$ cat src/rtl/kb_move_pkg.sv
// kb_move_pkg
// Shared constants and types for the keyboard movement scheduler:
// move command codes, PS/2 scan-code bytes, key indices and FSM states.
// No ports.
package kb_move_pkg;

   localparam int KEY_IDX_W = 3;
   localparam int NUM_KEYS  = 5;

   typedef logic [KEY_IDX_W-1:0] key_idx_t;

   // Key indices double as bit positions in the held mask.
   localparam key_idx_t KEY_UP     = 3'd0;
   localparam key_idx_t KEY_DOWN   = 3'd1;
   localparam key_idx_t KEY_LEFT   = 3'd2;
   localparam key_idx_t KEY_RIGHT  = 3'd3;
   localparam key_idx_t KEY_ACTION = 3'd4;
   localparam key_idx_t KEY_NONE   = 3'd7;

   localparam logic [2:0] MOVE_NONE   = 3'b000;
   localparam logic [2:0] MOVE_UP     = 3'b001;
   localparam logic [2:0] MOVE_DOWN   = 3'b010;
   localparam logic [2:0] MOVE_LEFT   = 3'b011;
   localparam logic [2:0] MOVE_RIGHT  = 3'b100;
   localparam logic [2:0] MOVE_ACTION = 3'b101;

   localparam logic [7:0] SC_BREAK     = 8'hF0;
   localparam logic [7:0] SC_EXT       = 8'hE0;
   localparam logic [7:0] SC_UP        = 8'h1D;
   localparam logic [7:0] SC_DOWN      = 8'h1B;
   localparam logic [7:0] SC_LEFT      = 8'h1C;
   localparam logic [7:0] SC_RIGHT     = 8'h23;
   localparam logic [7:0] SC_ACTION    = 8'h29;
   localparam logic [7:0] SC_EXT_UP    = 8'h75;
   localparam logic [7:0] SC_EXT_DOWN  = 8'h72;
   localparam logic [7:0] SC_EXT_LEFT  = 8'h6B;
   localparam logic [7:0] SC_EXT_RIGHT = 8'h74;

   typedef enum logic [1:0] {
      ST_IDLE    = 2'd0,
      ST_BRK     = 2'd1,
      ST_EXT     = 2'd2,
      ST_EXT_BRK = 2'd3
   } kb_state_e;

   function automatic logic [2:0] key_to_move(input key_idx_t k);
      logic [2:0] m;
      case (k)
         KEY_UP:     m = MOVE_UP;
         KEY_DOWN:   m = MOVE_DOWN;
         KEY_LEFT:   m = MOVE_LEFT;
         KEY_RIGHT:  m = MOVE_RIGHT;
         KEY_ACTION: m = MOVE_ACTION;
         default:    m = MOVE_NONE;
      endcase
      return m;
   endfunction

endpackage

$ cat src/rtl/kb_move_scheduler_if.sv
// kb_move_scheduler_if
// Bundles the PS/2 receiver strobes, the frame tick and the movement
// outputs of the scheduler.
//   rx_done_tick / rx_data : completed scan-code byte strobe and value
//   frame_tick             : once-per-frame strobe
//   move / move_valid      : registered command and its one-cycle strobe
//   key_held               : held-key mask (up, down, left, right, action)
// master = stimulus side (receiver + frame timer), slave = scheduler.
interface kb_move_scheduler_if;

   logic       rx_done_tick;
   logic [7:0] rx_data;
   logic       frame_tick;
   logic [2:0] move;
   logic       move_valid;
   logic [4:0] key_held;

   modport master (
      output rx_done_tick,
      output rx_data,
      output frame_tick,
      input  move,
      input  move_valid,
      input  key_held
   );

   modport slave (
      input  rx_done_tick,
      input  rx_data,
      input  frame_tick,
      output move,
      output move_valid,
      output key_held
   );

endinterface

$ cat src/rtl/kb_scan_lookup.sv
// kb_scan_lookup
// Combinational scan-code map.
//   code    : received byte
//   ext     : byte followed an E0 prefix
//   hit     : byte is one of the five movement keys in that code set
//   key_idx : key index (valid when hit)
// Action has no extended form.
module kb_scan_lookup
   import kb_move_pkg::*;
(
   input  logic [7:0] code,
   input  logic       ext,
   output logic       hit,
   output key_idx_t   key_idx
);

   always_comb begin
      hit     = 1'b0;
      key_idx = KEY_NONE;
      if (!ext) begin
         case (code)
            SC_UP:     begin hit = 1'b1; key_idx = KEY_UP;     end
            SC_DOWN:   begin hit = 1'b1; key_idx = KEY_DOWN;   end
            SC_LEFT:   begin hit = 1'b1; key_idx = KEY_LEFT;   end
            SC_RIGHT:  begin hit = 1'b1; key_idx = KEY_RIGHT;  end
            SC_ACTION: begin hit = 1'b1; key_idx = KEY_ACTION; end
            default:   ;
         endcase
      end else begin
         case (code)
            SC_EXT_UP:    begin hit = 1'b1; key_idx = KEY_UP;    end
            SC_EXT_DOWN:  begin hit = 1'b1; key_idx = KEY_DOWN;  end
            SC_EXT_LEFT:  begin hit = 1'b1; key_idx = KEY_LEFT;  end
            SC_EXT_RIGHT: begin hit = 1'b1; key_idx = KEY_RIGHT; end
            default:      ;
         endcase
      end
   end

endmodule

$ cat src/rtl/kb_move_scheduler.sv
// kb_move_scheduler
// Runs the PS/2 make/break/extended protocol on received scan-code bytes,
// tracks which movement keys are held, and once per frame tick issues a
// single movement command.
//   clk   : system clock
//   reset : synchronous, active-high
//   bus   : slave side of kb_move_scheduler_if (rx bytes, frame tick,
//           move/move_valid, key_held)
//
// state      | meaning
// -----------+---------------------------------------------
// ST_IDLE    | no prefix pending; bytes are makes or prefixes
// ST_BRK     | F0 seen; next byte releases a normal key
// ST_EXT     | E0 seen; next byte is an extended make or F0
// ST_EXT_BRK | E0 F0 seen; next byte releases an extended key
module kb_move_scheduler
   import kb_move_pkg::*;
#(
   parameter int PREFIX_TIMEOUT = 50000
)(
   input  logic                clk,
   input  logic                reset,
   kb_move_scheduler_if.slave  bus
);

   localparam logic [15:0] TO_LAST = 16'(PREFIX_TIMEOUT - 1);

   kb_state_e              state_q, state_d;
   logic [NUM_KEYS-1:0]    held_q, held_d;
   key_idx_t               last_q, last_d;
   logic [15:0]            cnt_q, cnt_d;
   logic [2:0]             move_q, move_d;
   logic                   valid_q, valid_d;

   logic                   lk_ext;
   logic                   lk_hit;
   key_idx_t               lk_idx;
   logic [2:0]             sel_move;

   assign lk_ext = (state_q == ST_EXT) || (state_q == ST_EXT_BRK);

   kb_scan_lookup u_lookup (
      .code    (bus.rx_data),
      .ext     (lk_ext),
      .hit     (lk_hit),
      .key_idx (lk_idx)
   );

   // Frame selection always works from the registered mask, so a byte
   // arriving on the same cycle as frame_tick only affects the next frame.
   always_comb begin
      sel_move = MOVE_NONE;
      if (last_q != KEY_NONE && held_q[last_q]) begin
         sel_move = key_to_move(last_q);
      end else if (held_q[KEY_ACTION]) begin
         sel_move = MOVE_ACTION;
      end else if (held_q[KEY_UP]) begin
         sel_move = MOVE_UP;
      end else if (held_q[KEY_DOWN]) begin
         sel_move = MOVE_DOWN;
      end else if (held_q[KEY_LEFT]) begin
         sel_move = MOVE_LEFT;
      end else if (held_q[KEY_RIGHT]) begin
         sel_move = MOVE_RIGHT;
      end
   end

   always_comb begin
      state_d = state_q;
      held_d  = held_q;
      last_d  = last_q;
      cnt_d   = cnt_q;
      move_d  = MOVE_NONE;
      valid_d = 1'b0;

      if (bus.frame_tick) begin
         valid_d = 1'b1;
         move_d  = sel_move;
      end

      if (bus.rx_done_tick) begin
         cnt_d = 16'd0;
         case (state_q)
            ST_IDLE: begin
               if (bus.rx_data == SC_BREAK) begin
                  state_d = ST_BRK;
               end else if (bus.rx_data == SC_EXT) begin
                  state_d = ST_EXT;
               end else if (lk_hit) begin
                  held_d[lk_idx] = 1'b1;
                  last_d         = lk_idx;
               end
            end
            ST_EXT: begin
               if (bus.rx_data == SC_BREAK) begin
                  state_d = ST_EXT_BRK;
               end else begin
                  state_d = ST_IDLE;
                  if (lk_hit) begin
                     held_d[lk_idx] = 1'b1;
                     last_d         = lk_idx;
                  end
               end
            end
            ST_BRK, ST_EXT_BRK: begin
               // A stray prefix here abandons the sequence instead of nesting.
               state_d = ST_IDLE;
               if (bus.rx_data != SC_EXT && bus.rx_data != SC_BREAK && lk_hit) begin
                  held_d[lk_idx] = 1'b0;
                  if (last_q == lk_idx) begin
                     last_d = KEY_NONE;
                  end
               end
            end
            default: state_d = ST_IDLE;
         endcase
      end else if (state_q != ST_IDLE) begin
         if (cnt_q == TO_LAST) begin
            state_d = ST_IDLE;
            cnt_d   = 16'd0;
         end else begin
            cnt_d = cnt_q + 16'd1;
         end
      end
   end

   always_ff @(posedge clk) begin
      if (reset) begin
         state_q <= ST_IDLE;
         held_q  <= '0;
         last_q  <= KEY_NONE;
         cnt_q   <= 16'd0;
         move_q  <= MOVE_NONE;
         valid_q <= 1'b0;
      end else begin
         state_q <= state_d;
         held_q  <= held_d;
         last_q  <= last_d;
         cnt_q   <= cnt_d;
         move_q  <= move_d;
         valid_q <= valid_d;
      end
   end

   assign bus.move       = move_q;
   assign bus.move_valid = valid_q;
   assign bus.key_held   = held_q;

endmodule

$ cat src/flat_wrapper.sv
// flat-port wrapper written by rule: the top's interface ports become plain ports
module kb_move_scheduler_flat import kb_move_pkg::*;
#(
   parameter int PREFIX_TIMEOUT = 50000
)
  (clk, reset, bus_rx_done_tick, bus_rx_data, bus_frame_tick, bus_move, bus_move_valid, bus_key_held);
  kb_move_scheduler_if bus_i ();
  input  logic clk;
  input  logic reset;
  input wire logic [$bits(bus_i.rx_done_tick)-1:0] bus_rx_done_tick;
  input wire logic [$bits(bus_i.rx_data)-1:0] bus_rx_data;
  input wire logic [$bits(bus_i.frame_tick)-1:0] bus_frame_tick;
  output wire logic [$bits(bus_i.move)-1:0] bus_move;
  output wire logic [$bits(bus_i.move_valid)-1:0] bus_move_valid;
  output wire logic [$bits(bus_i.key_held)-1:0] bus_key_held;
  assign bus_i.rx_done_tick = bus_rx_done_tick;
  assign bus_i.rx_data = bus_rx_data;
  assign bus_i.frame_tick = bus_frame_tick;
  assign bus_move = bus_i.move;
  assign bus_move_valid = bus_i.move_valid;
  assign bus_key_held = bus_i.key_held;
  kb_move_scheduler #(.PREFIX_TIMEOUT(PREFIX_TIMEOUT)) u_core (.clk(clk), .reset(reset), .bus(bus_i));
endmodule
$ cat config.mk
export PLATFORM = sky130hd
export DESIGN_NAME = kb_move_scheduler_flat
export DESIGN_NICKNAME = d
export VERILOG_FILES = /design/src/rtl/kb_move_pkg.sv /design/src/rtl/kb_move_scheduler_if.sv /design/src/rtl/kb_scan_lookup.sv /design/src/rtl/kb_move_scheduler.sv /design/src/flat_wrapper.sv
export SDC_FILE = /design/constraint.sdc
export NUM_CORES = 1
export LEC_CHECK = 0
export ABC_AREA = 1
export CAP_MARGIN = 20
export CORE_AREA = 2 2 64 66
export DETAILED_ROUTE_END_ITERATION = 7
export DIE_AREA = 0 0 66 68
export PLACE_DENSITY = 0.73
export SKIP_LAST_GASP = 1
export SLEW_MARGIN = 5
export SYNTH_ARGS = -nofsm -noshare
export SYNTH_HDL_FRONTEND = slang
export SYNTH_SLANG_ARGS = --single-unit
$ cat constraint.sdc
create_clock -name clk -period 1.8 [get_ports clk]
set_clock_uncertainty 0.2 [all_clocks]
set_input_delay 0.36 -clock clk [delete_from_list [all_inputs] [get_ports clk]]
set_output_delay 0.36 -clock clk [all_outputs]
set_load 0.02 [all_outputs]
==> results_dict.tcl <==
set metrics [dict create \
    status "finished, violations left" \
    violations "setup timing" \
    wire_per_inst_um 18.0 \
    clk_path_buf_depth 2 \
    period_needed_ns 2.11 \
    drv_cap 0 \
    die-area_sq_um 4490 \
    via_per_inst 5.80 \
    gr-usage-all-layers 0.242 \
    final_cell_mix "70 x buf_4, 46 x nand2_1, 31 x inv_1" \
    post_route_cells_drive_above_1_share 0.496 \
    avgSynthCellArea_sq_um 6.13 \
    finalHoldViolations 0 \
    synthCells 295 \
    synthAdderAreaFrac 0.00692 \
    crit_buf_inv 4 \
    grt_pass1_vias 2074 \
    synth_top_family_by_area "simple AND/OR/NAND/NOR gates" \
    dp_hpwl_mm 3.39 \
    core_area_sq_um 3860 \
    drc 0 \
    ys_seq_area_frac 0.332 \
    post-route-period-util 1.17 \
    grt_start_max_net_pins 11 \
    root_buffer "clkbuf_8" \
    fmax_mhz 474 \
    leakage_nw 1.52 \
    start_util 0.469 \
    relSlewSlack 0.737 \
    final_common_cell "buf_4" \
    rsz0062_at_grt "yes" \
    end_kind "flip-flop" \
    synth_ff_type "dfxtp_1" \
    gp_congestion 0.936 \
    cp_slowest_stage_delay_ns 0.32 \
    wirelength_mm 8.09 \
    path_class "input port to flip-flop" \
    fin_nets 411 \
    wl_met1_mm 2.79 \
    dp_slack_ns -0.706 \
    async_reset_ff_frac 0 \
    yosys_warnings 0 \
    synth_compound_area_frac 0.134 \
    overflow 0 \
    yosys_register_bits 30 \
    rows 23 \
    cts_buffers 5 \
    clkLatencyLatePin_ns 0.29 \
    setup_viol 15 \
    drv_slew 0 \
    diodes 0 \
    first_pass_iters 7 \
    die_x_um 66 \
    tritoncts "yes" \
    area_growth_pct 81.5 \
    clkSinkCount 30 \
    antenna_found_initial 0 \
    start_kind "input port" \
    tightest_slew_ns 0.391 \
    yosys.area_share.simple 0.428 \
    drt_iter0_drc 412 \
    grt_pass1_wl_mm 8.40 \
    path_clk_slew_ns 0.07 \
    cts_max_level 2 \
    cp_cell_sequence "buf_8, inv_4, buf_6, nor3_4, nand2_2, nand3_4, nand2_4, nand2_1, nand2_2, clkinv_4, nand2_4, nor3_1, nor2_1" \
    power_density_nw_per_um2 449 \
    io_pins 21 \
    arrival_ns 2.07 \
    synth_edf_count 0 \
    port-buffer-count 20 \
    synthesis.nets 308 \
    critPathTopFamily "simple AND/OR/NAND/NOR gates" \
    synth_mux_area_frac 0 \
    ant_nets 0 \
    synth_xor_area_frac 0.00968 \
    worst_slack_ns -0.310 \
    die_h_um 68 \
    synth_cell_types 23 \
    crit_required_ns 1.76 \
    ir_worst_vdd_mv 0.495 \
    wl_met2_mm 4.20 \
    topRoutingLayerUsed "met4" \
    hold_class "flip-flop to flip-flop" \
    hold_ws_ns 0.293 \
    slowest_stage "nor3_1" \
    syn_area_sq_um 1810 \
    vias 2604 \
    dr_wl_met3_um 567 \
    cp_max_fo 8 \
]
worst min-delay path: cells and delay by family (launching register included):
| family | cells | cell delay [ns] |
|---|---|---|
| AO/OA/AOI/OAI | 1 | 0.06 |
| buffers and inverters | 1 | 0.07 |
| flip-flops | 1 | 0.32 |
metrics by stage:
step	power [mW]	TNS [ns]	instances	util	instance area (sq um)
after global placement	0.798	-9.23	410	0.625	2410
after CTS	1.38	-0.111	438	0.725	2790
after floorplan	0.734	-0.00913	295	-	1810
after global routing	1.51	-3.38	449	0.851	3280
after detailed placement	0.800	-9.98	410	0.625	2410
final	1.47	-1.61	449	0.851	3280
power by group:
group	total, mW	internal [mW]	switching [mW]
registers	0.667	0.665	0.00179
clock network	0.593	0.307	0.285
logic	0.213	0.0891	0.124
total	1.47	1.06	0.411
layer usage:
metal	track usage	up-vias
met4	0.0969	0
met5	0	-
met2	0.463	161
li1	-	1165
met3	0.0510	57
met1	0.259	1221
cell families after synthesis:
logic type               after synthesis
AO/OA/AOI/OAI                         46
XOR/XNOR                               2
adder cells (fa/ha/maj)                1
buffers and inverters                 43
flip-flops                            30
AND/OR/NAND/NOR                      173
layout make-up:
| class | instances | area [sq um] |
|---|---|---|
| Multi-Input combinational cell | 223 | 1530 |
| Clock inverter | 2 | 12.5 |
| Fill cell | 214 | 573 |
| Tap cell | 50 | 62.6 |
| Timing Repair Buffer | 95 | 806 |
| Clock buffer | 6 | 82.6 |
| Sequential cell | 30 | 608 |
| Inverter | 43 | 184 |
synthesized netlist by cell type, types with 2 or more instances:
cell type  instances  area share
o21ai_0           17       0.047
nand4_1            4       0.014
xor2_1             2      0.0097
nor3_2             4       0.022
a21oi_1           21       0.058
inv_1             42       0.087
nand2_2            6       0.021
o21ai_1            4       0.011
nor3_1             4       0.011
nand2_1           79        0.16
nor3b_1            2      0.0083
nand3_1           25       0.069
nor4_1             3       0.010
nor2_2             6       0.021
nor2_1            39       0.081
dfxtp_1           30        0.33
final timing paths:
| path | to | slack, ns | from | cells after the start |
|---|---|---|---|---|
| max | flip-flop | -0.31 | bus_rx_data[6] | 13 |
| min | u_core.cnt_q[15]$_SDFFE_PP0N_ | 0.29 | u_core.cnt_q[15]$_SDFFE_PP0N_ | 2 |
| max reg2reg | flip-flop | -0.19 | u_core.state_q[0]$_SDFFE_PP0P_ | 9 |
| min reg2reg | u_core.cnt_q[15]$_SDFFE_PP0N_ | 0.29 | u_core.cnt_q[15]$_SDFFE_PP0N_ | 2 |
repair_timing:
item / in CTS / in global routing
setup buffers: 21 / 12
cloned: 0 / 1
hold endpoints to repair: 0 / 0
pin swaps: 20 / 54
gates resized for setup: 71 / 140
setup endpoints to repair: 26 / 25
hold buffers: 0 / 0
Power figures use the tool's default switching activity.
